**src/rtl/plu_pkg.sv**
```systemverilog
// plu_pkg: shared definitions for the programmable logic unit.
//   plu_state_e      sweep controller state encoding (IDLE / SWEEP / DONE)
//   PLU_N_IN_MIN/MAX legal range of the N_IN parameter
package plu_pkg;

   localparam int PLU_N_IN_MIN = 2;
   localparam int PLU_N_IN_MAX = 8;

   typedef enum logic [1:0] {
      ST_IDLE  = 2'd0,
      ST_SWEEP = 2'd1,
      ST_DONE  = 2'd2
   } plu_state_e;

endpackage

```
**src/rtl/plu_sweep_ctrl.sv**
```systemverilog
// plu_sweep_ctrl: sweep FSM and index counter for prog_logic_unit.
//
// state    | meaning
// ---------+---------------------------------------------------------------
// ST_IDLE  | waiting; table loads and single evaluations accepted
// ST_SWEEP | one evaluation per cycle at index cnt, cnt runs 0..2**N_IN-1
// ST_DONE  | last sweep result on the outputs, done asserted for one cycle
//
// Ports:
//   clk, rst_n   clock, asynchronous active-low reset
//   start        sweep request, honoured only in ST_IDLE
//   cnt          current sweep index
//   sweep_eval   evaluate tt[cnt] at this edge
//   start_acc    start accepted at this edge
//   cfg_ready    high in ST_IDLE
//   busy         high in ST_SWEEP and ST_DONE
//   done         high in ST_DONE
module plu_sweep_ctrl
   import plu_pkg::*;
#(
   parameter int N_IN = 5
) (
   input  logic            clk,
   input  logic            rst_n,
   input  logic            start,
   output logic [N_IN-1:0] cnt,
   output logic            sweep_eval,
   output logic            start_acc,
   output logic            cfg_ready,
   output logic            busy,
   output logic            done
);

   localparam logic [N_IN-1:0] CNT_LAST = {N_IN{1'b1}};

   plu_state_e      state_q, state_d;
   logic [N_IN-1:0] cnt_q, cnt_d;

   always_ff @(posedge clk or negedge rst_n) begin
      if (!rst_n) begin
         state_q <= ST_IDLE;
         cnt_q   <= '0;
      end else begin
         state_q <= state_d;
         cnt_q   <= cnt_d;
      end
   end

   always_comb begin
      state_d = state_q;
      cnt_d   = cnt_q;
      case (state_q)
         ST_IDLE: begin
            if (start) begin
               state_d = ST_SWEEP;
               cnt_d   = '0;
            end
         end
         ST_SWEEP: begin
            // Hold at the last index instead of wrapping.
            if (cnt_q == CNT_LAST) state_d = ST_DONE;
            else                   cnt_d   = cnt_q + N_IN'(1);
         end
         ST_DONE:  state_d = ST_IDLE;
         default:  state_d = ST_IDLE;
      endcase
   end

   assign cnt        = cnt_q;
   assign sweep_eval = (state_q == ST_SWEEP);
   assign start_acc  = (state_q == ST_IDLE) && start;
   assign cfg_ready  = (state_q == ST_IDLE);
   assign busy       = (state_q == ST_SWEEP) || (state_q == ST_DONE);
   assign done       = (state_q == ST_DONE);

endmodule

```
**src/rtl/prog_logic_unit.sv**
```systemverilog
// prog_logic_unit: programmable N_IN-input logic function backed by a
// truth table, with single evaluations and an exhaustive sweep mode.
//
// Ports:
//   clk, rst_n         clock, asynchronous active-low reset
//   cfg_valid/ready    truth-table load handshake (ready only when idle)
//   cfg_data[TT_W]     new table, bit k is the output for input value k
//   in_valid, in_data  single evaluation request, result one cycle later
//   start              begin a sweep over all 2**N_IN input values
//   busy               sweep in progress (SWEEP and DONE)
//   z, z_idx, z_valid  registered result and the input value behind it
//   done               one-cycle pulse with the last sweep result
//   sig[N_IN:0]        count of ones in the last sweep; present only when
//                      PLU_SIGNATURE_EN is defined
module prog_logic_unit
   import plu_pkg::*;
#(
   parameter  int N_IN = 5,
   localparam int TT_W = 2**N_IN
) (
   input  logic            clk,
   input  logic            rst_n,
   input  logic            cfg_valid,
   output logic            cfg_ready,
   input  logic [TT_W-1:0] cfg_data,
   input  logic            in_valid,
   input  logic [N_IN-1:0] in_data,
   input  logic            start,
   output logic            busy,
   output logic            z,
   output logic            z_valid,
   output logic [N_IN-1:0] z_idx,
   output logic            done
`ifdef PLU_SIGNATURE_EN
   ,
   output logic [N_IN:0]   sig
`endif
);

   if (N_IN < PLU_N_IN_MIN || N_IN > PLU_N_IN_MAX) begin : g_bad_n_in
      $error("prog_logic_unit: N_IN out of range");
   end

   logic [N_IN-1:0] cnt;
   logic            sweep_eval;
   logic            start_acc;

   plu_sweep_ctrl #(.N_IN(N_IN)) u_sweep_ctrl (
      .clk        (clk),
      .rst_n      (rst_n),
      .start      (start),
      .cnt        (cnt),
      .sweep_eval (sweep_eval),
      .start_acc  (start_acc),
      .cfg_ready  (cfg_ready),
      .busy       (busy),
      .done       (done)
   );

   logic [TT_W-1:0] tt_q, tt_d;
   logic            z_q, z_d;
   logic            z_valid_q, z_valid_d;
   logic [N_IN-1:0] z_idx_q, z_idx_d;

   always_ff @(posedge clk or negedge rst_n) begin
      if (!rst_n) begin
         tt_q      <= '0;
         z_q       <= 1'b0;
         z_valid_q <= 1'b0;
         z_idx_q   <= '0;
      end else begin
         tt_q      <= tt_d;
         z_q       <= z_d;
         z_valid_q <= z_valid_d;
         z_idx_q   <= z_idx_d;
      end
   end

   // A table loaded together with start becomes visible one edge before
   // the first sweep evaluation, so the sweep uses the new table.
   always_comb begin
      tt_d      = tt_q;
      z_d       = z_q;
      z_valid_d = 1'b0;
      z_idx_d   = z_idx_q;
      if (cfg_valid && cfg_ready) tt_d = cfg_data;
      if (sweep_eval) begin
         z_d       = tt_q[cnt];
         z_idx_d   = cnt;
         z_valid_d = 1'b1;
      end else if (cfg_ready && in_valid && !start) begin
         z_d       = tt_q[in_data];
         z_idx_d   = in_data;
         z_valid_d = 1'b1;
      end
   end

   assign z       = z_q;
   assign z_valid = z_valid_q;
   assign z_idx   = z_idx_q;

`ifdef PLU_SIGNATURE_EN
   logic [N_IN:0] sig_q, sig_d;

   always_ff @(posedge clk or negedge rst_n) begin
      if (!rst_n) sig_q <= '0;
      else        sig_q <= sig_d;
   end

   always_comb begin
      sig_d = sig_q;
      if (start_acc)                    sig_d = '0;
      else if (sweep_eval && tt_q[cnt]) sig_d = sig_q + (N_IN+1)'(1);
   end

   assign sig = sig_q;
`else
   logic unused_start_acc;
   assign unused_start_acc = start_acc;
`endif

endmodule

```
**config.mk**
```make
export PLATFORM = sky130hd
export DESIGN_NAME = prog_logic_unit
export DESIGN_NICKNAME = d
export VERILOG_FILES = /design/src/rtl/plu_pkg.sv /design/src/rtl/plu_sweep_ctrl.sv /design/src/rtl/prog_logic_unit.sv
export SDC_FILE = /design/constraint.sdc
export NUM_CORES = 1
export LEC_CHECK = 0
export CAP_MARGIN = 20
export CORE_MARGIN = 5
export CORE_UTILIZATION = 30
export CTS_BUF_LIST = sky130_fd_sc_hd__clkbuf_4 sky130_fd_sc_hd__clkbuf_8 sky130_fd_sc_hd__clkbuf_16
export CTS_CLUSTER_DIAMETER = 120
export DETAILED_ROUTE_END_ITERATION = 10
export HOLD_SLACK_MARGIN = 0.03
export PLACE_DENSITY_LB_ADDON = 0.15
export RECOVER_POWER = 25
export SYNTH_ARGS = -nofsm -noshare
export SYNTH_HDL_FRONTEND = slang
export SYNTH_HIERARCHICAL = 1
export SYNTH_SLANG_ARGS = --single-unit
export TNS_END_PERCENT = 1
```
**constraint.sdc**
```tcl
create_clock -name clk -period 3.2 [get_ports clk]
set_input_delay 0.64 -clock clk [delete_from_list [all_inputs] [get_ports clk]]
set_output_delay 0.64 -clock clk [all_outputs]
set_load 0.03 [all_outputs]
```
==> impl_metrics.tcl <==
set metrics [dict create \
    cts_buffers 5 \
    fp.dieArea_um2 10500 \
    syn_avg_cell_area_um2 13.3 \
    finalNonFillerCells 350 \
    finalCriticalPeriod_ns 2.44 \
    cts_hold_buf 0 \
    r2r_cells 6 \
    drtIter0Drc 30 \
    grt_pass1_vias 1753 \
    drv_cap 0 \
    multi_input_area_um2 1310 \
    worstSkewPairLatency_ns 0.30 \
    clkTransAtPathRegs_ns 0.08 \
    cts.sinks 46 \
    dp_worst_setup_slack_ns 0.408 \
    syn_inst 193 \
    fin_crit_sh 0.763 \
    ant_nets 0 \
    port_buffers 51 \
    htree_levels 2 \
    regToRegSetupSlack_ns 0.86 \
    num-fill-cells 805 \
    dp.cells 341 \
    synth_fp_nets 240 \
    routed_via_density 5.00 \
    setup_slack_ns 0.759 \
    routed_wl_mm 5.75 \
    r2r_end "z" \
    clock_path_buffers 2 \
    io-pin-count 52 \
    min_from "z_idx[3]" \
    post_cts_buffers 0 \
    drc_errors 0 \
    vias 1751 \
    crit_slowest_cell "clkdlybuf4s50_1" \
    p_per_area_nw_per_um2 854 \
    setup-tns-final_ns 0 \
    track_usage 0.117 \
    crit_fanout 6 \
    grt_antenna_before_repair 0 \
    antenna_cells 0 \
    fin_worst_skew_ns 0.00282 \
    cp.required_ns 2.56 \
    relSlewSlack 0.157 \
    die_x_um 103 \
    dr.pass1.iters 4 \
    start_util 0.310 \
    holdPathStages 2 \
    cts_root_buffer "clkbuf_8" \
    fin_area_um2 3280 \
    fmax_mhz 410 \
    cp.arrival_ns 1.80 \
    grt_overflow_total 0 \
    setup_violations 0 \
    grt_max_degree 47 \
    cp-start-kind "flip-flop" \
    report.final.hold_viol_count 0 \
    drt-wirelength-per-cell_um 16.4 \
    die_y_um 103 \
    crit_chain "inv_1 -> ha_1 -> clkdlybuf4s50_1" \
    rsz0062_at_grt "no" \
    r2r-start "u_sweep_ctrl/cnt[0]" \
    final_core_util 0.396 \
    nNetsFinal 291 \
    area_growth_pct 27.8 \
    critical_path.max_stage_delay_ns 0.72 \
    final-seq-area_um2 1150 \
    grt_pass1_wl_mm 9.45 \
    end_kind "output port" \
    place_hpwl_mm 4.16 \
    timing_worst_setup_path_type "reg2out" \
    ctsResizeCount 0 \
    min_to "z_idx[3]" \
    worst_pin_slew_ns 1.26 \
    place_congestion 0.771 \
    ys_warn_count 6 \
    slew_violations 0 \
    synthesis.area_um2 2570 \
    rows 33 \
    coreArea_um2 8300 \
    status "finished clean" \
    cts_tree "yes" \
    ir_worst_vdd_v 0.000307 \
    cellLeakagePower_nw 1.37 \
    place_area_um2 3150 \
    hold_class "reg2reg" \
    drive_gt1_frac 0.237 \
]
## through the flow
stage / total power [W] / hold slack, ns
2_1_floorplan: 0.00201 / 0.344
4_1_cts: 0.00285 / 0.497
5_1_grt: 0.00301 / 0.532
3_5_place_dp: 0.00240 / 0.477
3_3_place_gp: 0.00238 / 0.463
6_report: 0.00280 / 0.490
## critical path: cells and delay by family (launching register included)
kind	cells	cell delay, ns
adders and majority gates	1	0.30
buffers and inverters	2	0.82
DFF	1	0.39
## cells in the final DEF (no fill, tap or decap), drive strengths merged, types with 2 or more instances in the layout
cell type / n
o211ai: 2
clkbuf: 8
mux2i: 11
nand3: 7
dfrtp: 46
mux2: 33
nand4: 2
nand3b: 2
nand2: 14
mux4: 15
inv: 7
ha: 5
a22o: 2
nand2b: 3
buf: 5
nor2: 3
o21ai: 10
a21oi: 4
or4b: 2
clkdlybuf4s50: 50
## area by class of cell
| cell class | instances | share of cell area |
|---|---|---|
| multi-input cells | 128 | 0.398 |
| flip-flops and latches | 46 | 0.350 |
| clock inverters | 1 | 0.00914 |
| repair buffers | 56 | 0.169 |
| well taps | 105 | 0.0400 |
| clock buffers | 7 | 0.0255 |
| inverters | 7 | 0.00800 |
## power breakdown
part	internal [W]	leakage, nW	switching [W]
clock	0.000251	0.0593	0.000195
sequential	0.000858	0.552	0.000273
combinational	0.000725	0.758	0.000501
## worst max path at each step
stage | startpoint | endpoint | depth (start not counted)
floorplan | in_data[0] | z | 6
global placement | in_data[0] | z | 6
detailed placement | in_data[0] | z | 7
CTS | in_data[0] | z | 6
global route | in_data[0] | z | 7
finish | u_sweep_ctrl/state_q[0] | cfg_ready | 3
## flip-flops by register name, indices dropped and copies added, names as in the netlist
signal                flops
u_sweep_ctrl/state_q      2
z_idx                     5
tt_q                     32
z_valid                   1
z                         1
u_sweep_ctrl/cnt          5
## metal layers
layer / up-vias / track usage / wire length (µm)
li1: 831 / - / -
met1: 866 / 0.159 / 2580
met2: 50 / 0.183 / 2700
met3: 4 / 0.0372 / 427
met4: 0 / 0.0303 / 46
met5: - / 0 / 0
Note: power is estimated with default switching activity, not from simulation.
